[config.mk]
export PLATFORM = sky130hd
export DESIGN_NAME = eq_coeff_loader
export DESIGN_NICKNAME = d
export VERILOG_FILES = /design/src/rtl/eq_coeff_pkg.sv /design/src/rtl/eq_coeff_loader_toggle_edge_det.sv /design/src/rtl/eq_coeff_loader.sv
export SDC_FILE = /design/constraint.sdc
export NUM_CORES = 1
export LEC_CHECK = 0
export CORE_UTILIZATION = 35
export CTS_BUF_LIST = sky130_fd_sc_hd__clkbuf_16
export CTS_CLUSTER_DIAMETER = 30
export DETAILED_ROUTE_END_ITERATION = 8
export PLACE_DENSITY = 0.6
export SETUP_SLACK_MARGIN = 0.3
export SLEW_MARGIN = 20
export SYNTH_ARGS = -nofsm -noshare
export SYNTH_HDL_FRONTEND = slang
export SYNTH_SLANG_ARGS = --single-unit
[constraint.sdc]
create_clock -name user_clk -period 1.44 [get_ports user_clk]
set_input_delay 0.432 -clock user_clk [delete_from_list [all_inputs] [get_ports user_clk]]
set_output_delay 0.432 -clock user_clk [all_outputs]
set_load 0.05 [all_outputs]
[src/rtl/eq_coeff_pkg.sv]
`default_nettype none
// ============================================================================
// Module      : eq_coeff_pkg
// Description : Shared definitions for the equalizer coefficient loader:
//               eq_coeff register field positions, loader state encoding
//               and the optional status word layout.
// Revision    : 1.0 - initial release
// ============================================================================
package eq_coeff_pkg;

    // eq_coeff software register word layout
    localparam int c_cfg_wr_tog_bit     = 31;
    localparam int c_cfg_commit_tog_bit = 30;
    localparam int c_cfg_addr_lsb       = 16;
    localparam int c_cfg_addr_max_w     = 14;
    localparam int c_cfg_coeff_lsb      = 0;
    localparam int c_cfg_coeff_max_w    = 16;

    // Bank-swap sequencer states
    typedef enum logic [1:0] {
        IDLE      = 2'd0,
        WAIT_SYNC = 2'd1,
        SWAP      = 2'd2
    } loader_state_t;

    // Status word layout (only used when EQ_COEFF_STATUS_EN is defined)
    localparam int c_stat_swap_cnt_lsb = 16;
    localparam int c_stat_swap_cnt_w   = 16;
    localparam int c_stat_pending_bit  = 15;
    localparam int c_stat_busy_bit     = 14;
    localparam int c_stat_bank_bit     = 13;

    function automatic logic [31:0] pack_status(
        input logic [c_stat_swap_cnt_w-1:0] swap_count,
        input logic                         pending,
        input logic                         busy,
        input logic                         bank
    );
        logic [31:0] w;
        w                                        = '0;
        w[c_stat_swap_cnt_lsb +: c_stat_swap_cnt_w] = swap_count;
        w[c_stat_pending_bit]                    = pending;
        w[c_stat_busy_bit]                       = busy;
        w[c_stat_bank_bit]                       = bank;
        return w;
    endfunction

endpackage
`default_nettype wire

[src/rtl/eq_coeff_loader_toggle_edge_det.sv]
`default_nettype none
// ============================================================================
// Module      : toggle_edge_det
// Description : Detects a change of a software toggle bit. The first cycle
//               after reset only captures the current level (priming), so a
//               toggle already sitting at 1 never produces an event.
// Ports       : clk   - clock
//               rst   - synchronous active-high reset
//               i_tog - registered toggle level
//               o_evt - high for one cycle when i_tog differs from last cycle
// Revision    : 1.0 - initial release
// ============================================================================
module toggle_edge_det (
    input  logic clk,
    input  logic rst,
    input  logic i_tog,
    output logic o_evt
);

    logic r_primed;
    logic r_prev;

    always_ff @(posedge clk) begin
        if (rst) begin
            r_primed <= 1'b0;
            r_prev   <= 1'b0;
        end else begin
            r_primed <= 1'b1;
            r_prev   <= i_tog;
        end
    end

    assign o_evt = r_primed & (i_tog ^ r_prev);

endmodule
`default_nettype wire

[src/rtl/eq_coeff_loader.sv]
`default_nettype none
// ============================================================================
// Module      : eq_coeff_loader
// Description : Double-buffered equalizer coefficient loader. Software writes
//               coefficients into the shadow bank via a write toggle and
//               requests a bank swap via a commit toggle; the swap happens on
//               the next datapath frame sync. Writes arriving while a swap is
//               pending are held (last one wins) and issued right after the
//               swap into the new shadow bank.
// Ports       : user_clk    - clock (rising edge)
//               user_rst    - synchronous active-high reset
//               cfg_word    - eq_coeff register word {wr_tog, commit_tog,
//                             addr[29:16], coeff[15:0]}
//               sync_in     - datapath frame sync pulse
//               ram_we      - one-cycle coefficient RAM write strobe
//               ram_waddr   - {shadow bank, address}
//               ram_wdata   - coefficient value
//               active_bank - bank read by the equalizer datapath
//               commit_done - one-cycle pulse on each bank swap
//               busy        - commit pending
//               status_word - {swap_count, pending, busy, bank, 13'b0};
//                             present only with EQ_COEFF_STATUS_EN defined
// Revision    : 1.0 - initial release
// ============================================================================
module eq_coeff_loader
    import eq_coeff_pkg::*;
#(
    parameter int ADDR_W  = 11,
    parameter int COEFF_W = 16
) (
    input  logic               user_clk,
    input  logic               user_rst,
    input  logic [31:0]        cfg_word,
    input  logic               sync_in,
    output logic               ram_we,
    output logic [ADDR_W:0]    ram_waddr,
    output logic [COEFF_W-1:0] ram_wdata,
    output logic               active_bank,
    output logic               commit_done,
    output logic               busy
`ifdef EQ_COEFF_STATUS_EN
    ,
    output logic [31:0]        status_word
`endif
);

    logic [31:0]        r_cfg_q;
    logic               w_unused_cfg;
    logic [ADDR_W-1:0]  w_cfg_addr;
    logic [COEFF_W-1:0] w_cfg_coeff;
    logic               w_wr_ev;
    logic               w_cm_ev;

    loader_state_t      r_state;
    loader_state_t      w_state_next;

    logic               r_active_bank;
    logic               r_ram_we;
    logic [ADDR_W:0]    r_ram_waddr;
    logic [COEFF_W-1:0] r_ram_wdata;
    logic               r_pend_valid;
    logic [ADDR_W-1:0]  r_pend_addr;
    logic [COEFF_W-1:0] r_pend_coeff;

    logic               w_swap_start;
    logic               w_direct_wr;

    // Deliberately not reset: it keeps tracking cfg_word during reset so the
    // edge detectors prime on the live register value.
    always_ff @(posedge user_clk) begin
        r_cfg_q <= cfg_word;
    end

    assign w_cfg_addr   = r_cfg_q[c_cfg_addr_lsb +: ADDR_W];
    assign w_cfg_coeff  = r_cfg_q[c_cfg_coeff_lsb +: COEFF_W];
    assign w_unused_cfg = ^r_cfg_q;

    toggle_edge_det u_wr_tog (
        .clk   (user_clk),
        .rst   (user_rst),
        .i_tog (r_cfg_q[c_cfg_wr_tog_bit]),
        .o_evt (w_wr_ev)
    );

    toggle_edge_det u_commit_tog (
        .clk   (user_clk),
        .rst   (user_rst),
        .i_tog (r_cfg_q[c_cfg_commit_tog_bit]),
        .o_evt (w_cm_ev)
    );

    // ---------------- bank-swap sequencer ----------------
    always_ff @(posedge user_clk) begin
        if (user_rst) begin
            r_state <= IDLE;
        end else begin
            r_state <= w_state_next;
        end
    end

    // Sync is only looked at in WAIT_SYNC, so a sync coinciding with the
    // commit event can never trigger the swap.
    always_comb begin
        w_state_next = r_state;
        busy         = 1'b0;
        commit_done  = 1'b0;
        case (r_state)
            IDLE: begin
                if (w_cm_ev) begin
                    w_state_next = WAIT_SYNC;
                end
            end
            WAIT_SYNC: begin
                busy = 1'b1;
                if (sync_in) begin
                    w_state_next = SWAP;
                end
            end
            SWAP: begin
                busy         = 1'b1;
                commit_done  = 1'b1;
                w_state_next = IDLE;
            end
            default: begin
                w_state_next = IDLE;
            end
        endcase
    end

    // ---------------- write path and bank register ----------------
    // The bank flips on entry to SWAP, so any write leaving SWAP targets
    // ~active_bank = the new shadow bank. In IDLE the same expression gives
    // the pre-swap shadow bank, which covers coincident write+commit.
    assign w_swap_start = (r_state == WAIT_SYNC) && sync_in;
    assign w_direct_wr  = w_wr_ev && (r_state != WAIT_SYNC);

    always_ff @(posedge user_clk) begin
        if (user_rst) begin
            r_active_bank <= 1'b0;
            r_ram_we      <= 1'b0;
            r_ram_waddr   <= '0;
            r_ram_wdata   <= '0;
            r_pend_valid  <= 1'b0;
            r_pend_addr   <= '0;
            r_pend_coeff  <= '0;
        end else begin
            r_ram_we <= 1'b0;

            if (w_swap_start) begin
                r_active_bank <= ~r_active_bank;
            end

            // A fresh write during SWAP supersedes the held one.
            if (w_direct_wr) begin
                r_ram_we    <= 1'b1;
                r_ram_waddr <= {~r_active_bank, w_cfg_addr};
                r_ram_wdata <= w_cfg_coeff;
            end else if ((r_state == SWAP) && r_pend_valid) begin
                r_ram_we    <= 1'b1;
                r_ram_waddr <= {~r_active_bank, r_pend_addr};
                r_ram_wdata <= r_pend_coeff;
            end

            if (r_state == SWAP) begin
                r_pend_valid <= 1'b0;
            end else if (w_wr_ev && (r_state == WAIT_SYNC)) begin
                r_pend_valid <= 1'b1;
                r_pend_addr  <= w_cfg_addr;
                r_pend_coeff <= w_cfg_coeff;
            end
        end
    end

    assign ram_we      = r_ram_we;
    assign ram_waddr   = r_ram_waddr;
    assign ram_wdata   = r_ram_wdata;
    assign active_bank = r_active_bank;

`ifdef EQ_COEFF_STATUS_EN
    logic [c_stat_swap_cnt_w-1:0] r_swap_count;

    always_ff @(posedge user_clk) begin
        if (user_rst) begin
            r_swap_count <= '0;
        end else if (w_swap_start) begin
            r_swap_count <= r_swap_count + 1'b1;
        end
    end

    assign status_word = pack_status(r_swap_count, r_pend_valid, busy, r_active_bank);
`endif

endmodule
`default_nettype wire

==> results of run 1 <==
==> power groups by stage <==
stage	Sequential (mW)	Clock, mW	Combinational (mW)
6_report	3.14	2.71	3.84
5_1_grt	3.16	2.84	3.96
4_1_cts	3.10	2.70	3.21
3_5_place_dp	3.11	0	2.29
3_3_place_gp	3.11	0	2.26
2_1_floorplan	3.45	0	0.919
==> per-layer routing <==
metal | vias to the layer above | wire (um) | GRT usage [%]
met5 | - | 0 | 0
met4 | 0 | 641 | 11.8
met3 | 60 | 828 | 5.04
met2 | 177 | 6720 | 39.7
met1 | 1709 | 5400 | 28.2
li1 | 1498 | - | -
==> cells in the mapped netlist (2+ instances only) <==
cell,instances
dfxtp_1,92
a311oi_1,27
mux2i_1,2
xor2_1,2
a21oi_1,28
buf_2,12
nor2_1,2
inv_1,4
nor3_1,28
buf_1,4
nand2_1,33
nor2b_1,4
clkbuf_1,18
nand3_1,54
o21ai_0,27
ha_1,5
nand2b_1,2
==> layout make-up <==
cell class                      count  area [um^2]  share of cell area (%)
Clock inverter                      7          115                    1.75
Multi-Input combinational cell    225         2320                    35.4
Timing Repair Buffer              129         1840                    28.0
Tap cell                          108          135                    2.06
Clock buffer                        9          225                    3.43
Sequential cell                    92         1910                    29.1
Inverter                            4         20.0                   0.305
==> state kept, by name, indices dropped and copies added (netlist names) <==
name,count
active_bank,1
r_cfg_q,29
r_pend_addr,11
r_pend_coeff,16
r_pend_valid,1
r_state,2
ram_waddr,12
ram_wdata,16
ram_we,1
u_commit_tog.r_prev,1
u_commit_tog.r_primed,1
u_wr_tog.r_prev,1
==> logic make-up (layout without fill, tap and decap cells) <==
group	Yosys count	after routing
and+or+nand+nor	125	128
DFF	92	92
AOI/OAI and AO/OA	85	85
buffers and inverters	39	149
adders and majority gates	5	5
xor gates and xnor gates	4	4
muxes	3	3
==> metrics by stage <==
| stage | setup TNS (ps) | cell area [um^2] | std cells | power, mW |
|---|---|---|---|---|
| 6_report | -4900 | 6570 | 574 | 9.69 |
| 5_1_grt | -7950 | 6570 | 574 | 9.97 |
| 4_1_cts | -1760 | 5770 | 556 | 9.00 |
| 3_5_place_dp | -1160 | 4500 | 508 | 5.40 |
| 3_3_place_gp | -277 | 4500 | 508 | 5.37 |
| 2_1_floorplan | 0 | 3410 | 353 | 4.37 |
==> timing repair <==
item,4_1_cts,5_1_grt
cloned,10,3
setup buffers,22,15
gates resized for setup,178,122
endpoints found under the setup margin,91,92
pin swaps,19,36
==> worst max-delay path: stages (launching register included) <==
cell and delay, ps:
dfxtp_4 370, inv_4 50, ha_4 260, buf_12 120
==> path summary, 6_finish.rpt <==
kind	from	endpoint	depth (start not counted)
worst min register to register	r_cfg_q[2]	r_pend_coeff[2]	2
worst max register to register	r_state[1]	ram_wdata[11]	7
worst min-delay path	user_rst	active_bank	2
worst max-delay path	r_state[1]	busy	3
==> metrics, run 1 <==
Mapped Avg Cell Area=between 9 and 10 um^2; fmax=roughly 630 MHz; Cell variety after synth=26; die height=around 99 um; CTS clk-pin slew, worst paths=60 ps; worst-margin pin slew=~350 ps; Die W=98.6 um; R2R Setup Slk=-130 ps; failing checks=setup timing; Switching Fraction=~34%; root buf cell=clkbuf_16; cell taking the most area after synthesis=dfxtp_1; Leakage=2.21 nW; post-synthesis mux area share=less than 1%; detailed-placement wirelength estimate=between 5 and 6 mm; Synth Register Bits=just over 90; RSZ-0062 raised after global routing=true; commonest non-fill, non-tap cell in the layout=dfxtp_1; clock power share=27.9%; worst hold slack=around 360 ps; Max-Cap Viols=0; Setup CP Type=register to output port; first-pass GRT wire length=about 18 mm; Slew Limit Fails=0; filler instances=roughly 500; Fin Clk Skew=9.04 ps; Synth-to-Final Area Change=101%; fraction of layout cells with a size suffix above 1=between 60% and 70%; hold_buf cts=0; post-route setup slack=-151 ps; class of the worst hold path=input port to register; CTS max path bufs=2; Yosys top cell area share=between 50% and 60%; I/O pin count=67; critical path peak fanout=4; Adder-Cell Fraction of Synth Area=~1.9%; die area=a little under 0.01 mm^2; Simple-Gate Fraction of Synth Area=between 10% and 20%; Switch Pwr=between 3 and 4 mW; Final ANT Viol Nets=0; # port buffers=63; Initial Utilization=roughly 37%; GR Util All Layers=a little under a quarter; CTS tree=done; NumNets Final=~500; Rows=34; final hold violation count=0; sequential share of power=between 30% and 40%; sequential area share after synthesis=between 50% and 60%; GRT overflow=0; commonest cells after routing, fill and taps aside=dfxtp_1, buf_12, nand3_2, clkdlybuf4s50_1, nand2_1; initial antenna violation count=0; Setup violations, final=59; min Tclk post-route=around 1600 ps; total internal power=6.40 mW; Worst slew margin=between 70% and 80%; main combinational cell family by area after synthesis=simple AND/OR/NAND/NOR gates; fin crit share=111%; routed vias/inst=around 6; worst-case vdd ir drop=1.28 mV; utilization after layout=73.9%; core area=slightly below 0.009 mm^2; WP data arrival=approximately 1200 ps; post-synth net total=between 300 and 400; Area contributors post-synth=dfxtp_1, nand3_1, a311oi_1; drt pass-1 iters=5; gp weighted congestion=between 0.7 and 0.8; Post-synth EDFFs=0; vias in the first global route=~3400; Synth Area in XOR/XNOR=under 10%; Clock Sinks=92; CTS Buf Count=9; # diodes=0; CP endpoint kind=output port; total number of vias=~3400; DRC=0; combinational power share=about two fifths; startpoint types=register; clk_lat worst skew=~350 ps; status=complete, but fails checks; pre-CTS setup slack=-185 ps; Worst Path Required=around 1000 ps; Wirelength per Cell=about 24 um; synthesized area=0.00327 mm^2; DRT iter0 DRCs=about 260; PwrDens=1480 mW/mm^2; H-tree depth=3; largest net degree at the start of global routing=33; FFs w/ async S/R, synth=0%; Top FF cell, synth=dfxtp_1; Post-Route WL=about 14 mm; total number of yosys warnings=0; Synth Area in Compound Gates=approximately 16%; Mapped Cells=approximately 350
Note: power is estimated with default switching activity, not from simulation.
==> inputs of run 2 (changes only) <==
Settings changed: TNS_END_PERCENT from default to 10.
==> metrics, run 2 (synthesis gave the netlist of run 1 again) <==
GRT overflow=0 (unchanged); WP data arrival=1160 ps (about the same); Setup CP Type=register to output port (unchanged); CTS tree=done (unchanged); CP endpoint kind=output port (unchanged); clock power share=30.0% (was 27.9%); crit-path max cell delay=370 ps (about the same); Fin Clk Skew=3.24 ps (was 9.04 ps); hold_buf cts=0 (unchanged); CTS max path bufs=2 (unchanged); Top reg by flops=r_cfg_q (unchanged); failing checks=setup timing (unchanged); core area=0.00889 mm^2 (unchanged); largest net degree at the start of global routing=38 (was 33); class of the worst hold path=register to register (was input port to register); DRC=0 (unchanged); Post-Route WL=8.87 mm (was 13.6 mm); commonest non-fill, non-tap cell in the layout=dfxtp_1 (unchanged); Max-Cap Viols=0 (unchanged); fin crit share=110% (was 111%); final hold violation count=0 (unchanged); die height=98.6 um (unchanged); crit-path cells=inv_4 -> ha_4 -> buf_12 (unchanged); number of flip-flops in the largest register=29 (unchanged); detailed-placement wirelength estimate=5.16 mm (was 5.35 mm); root buf cell=clkbuf_16 (unchanged); Clock Sinks=92 (unchanged); Worst slew margin=83.4% (was 76.8%); post-route cell area=0.00526 mm^2 (was 0.00657 mm^2); startpoint types=register (unchanged); Setup violations, final=46 (was 59); worst-case vdd ir drop=1.17 mV (was 1.28 mV); Initial Utilization=36.8% (unchanged); RSZ-0062 raised after global routing=true (unchanged); DRT met1 WL=3.71 mm (was 5.40 mm); combinational power share=33.2% (was 39.6%); total internal power=5.68 mW (was 6.40 mW); uppermost layer routed=met4 (unchanged); status=complete, but fails checks (unchanged); critical path peak fanout=4 (unchanged); commonest cells after routing, fill and taps aside=dfxtp_1, nand3_1, buf_12, nand2_1, clkdlybuf4s50_1 (was dfxtp_1, buf_12, nand3_2, clkdlybuf4s50_1, nand2_1); top cell family by delay on the critical path=flip-flops (unchanged); worst-margin pin slew=250 ps (was 349 ps); Slew Limit Fails=0 (unchanged); worst path bufs/invs=2 (unchanged); metal2 WL=4.51 mm (was 6.72 mm); Design Power=8.31 mW (was 9.69 mW); post-route setup slack=-147 ps (was -151 ps); die area=0.00973 mm^2 (unchanged); first-pass GRT wire length=14.2 mm (was 17.5 mm); Placement Cell Area=0.00450 mm^2 (about the same); Rows=34 (unchanged); routed vias/inst=5.50 (was 6.00); # port buffers=63 (unchanged); NumNets Final=467 (was 501); Leakage=1.87 nW (was 2.21 nW); Worst Path Required=1010 ps (about the same); fraction of layout cells with a size suffix above 1=31.3% (was 67.6%); Synth-to-Final Area Change=60.8% (was 101%); total number of vias=2970 (was 3444); Switch Pwr=2.63 mW (was 3.29 mW); GR Util All Layers=18.7% (was 23.4%); Die W=98.6 um (unchanged); CTS clk-pin slew, worst paths=60 ps (about the same); H-tree depth=3 (unchanged); min Tclk post-route=1590 ps (about the same); Wirelength per Cell=16.4 um (was 23.7 um); sequential share of power=36.8% (was 32.4%); # diodes=0 (unchanged); filler instances=735 (was 512); initial antenna violation count=0 (unchanged); Crit-path slowest cell=dfxtp_4 (unchanged); CTS Buf Count=9 (unchanged); Final ANT Viol Nets=0 (unchanged); PwrDens=1580 mW/mm^2 (was 1480 mW/mm^2); Switching Fraction=31.7% (was 34.0%); DRT iter0 DRCs=182 (was 256); fmax=630 MHz (was 628 MHz); met3 WL post-DR=488 um (was 828 um); gp weighted congestion=0.771 (was 0.731); drt pass-1 iters=5 (unchanged); I/O pin count=67 (unchanged); vias in the first global route=2893 (was 3357); clk_lat worst skew=340 ps (was 350 ps)
-- run 2: layout make-up --
class | count | area [um^2] | area share [%]
Timing Repair Buffer | 98 | 1380 | 26.3
Sequential cell | 92 | 1860 | 35.3
Clock buffer | 9 | 225 | 4.28
Clock inverter | 7 | 91.3 | 1.74
Tap cell | 108 | 135 | 2.57
Inverter | 4 | 20.0 | 0.381
Multi-Input combinational cell | 222 | 1540 | 29.4
-- run 2: per-stage QoR --
step | hold slack (ps) | cells | utilization [%] | setup TNS [ps] | worst slack [ps]
6_report | 470 | 540 | 59.1 | -1530 | -147
5_1_grt | 491 | 540 | 59.1 | -5220 | -168
4_1_cts | 476 | 536 | 56.8 | -1180 | -150
3_5_place_dp | 461 | 512 | 50.6 | -695 | -230
3_3_place_gp | 454 | 512 | 50.6 | -354 | -178
2_1_floorplan | 444 | 353 | - | 0 | 23.9
-- run 2: final timing paths --
check	from	endpoint	slack (ps)	cells past startpoint
worst min register to register	r_cfg_q[15]	r_pend_coeff[15]	470	2
worst max-delay path	r_state[1]	busy	-150	3
worst max register to register	r_state[0]	r_pend_coeff[11]	-70	7
worst min-delay path	r_cfg_q[15]	r_pend_coeff[15]	470	2
-- run 2: repair_timing --
| item | CTS | global route |
|---|---|---|
| setup endpoints to repair | 91 | 91 |
| buffers inserted | 6 | 1 |
| pin swaps | 2 | 7 |
| gates resized for setup | 38 | 31 |
| cloned | 2 | 3 |
-- run 2: tightest hold or removal path: stages (launching register included) --
cell and delay, ps:
dfxtp_1 310, nand3_1 60, a21oi_1 50
-- run 2: power groups by stage --
stage,Clock [mW],Combinational (mW),Sequential [mW]
6_report,2.49,2.76,3.06
5_1_grt,2.63,2.90,3.08
4_1_cts,2.53,2.58,3.05
3_5_place_dp,0,2.32,3.11
3_3_place_gp,0,2.29,3.10
2_1_floorplan,0,0.877,3.45
-- run 2: metal layers --
| metal | GRT usage [%] | vias up |
|---|---|---|
| met5 | 0 | - |
| met4 | 7.58 | 0 |
| met3 | 3.69 | 14 |
| met2 | 32.8 | 90 |
| met1 | 22.5 | 1450 |
| li1 | - | 1416 |
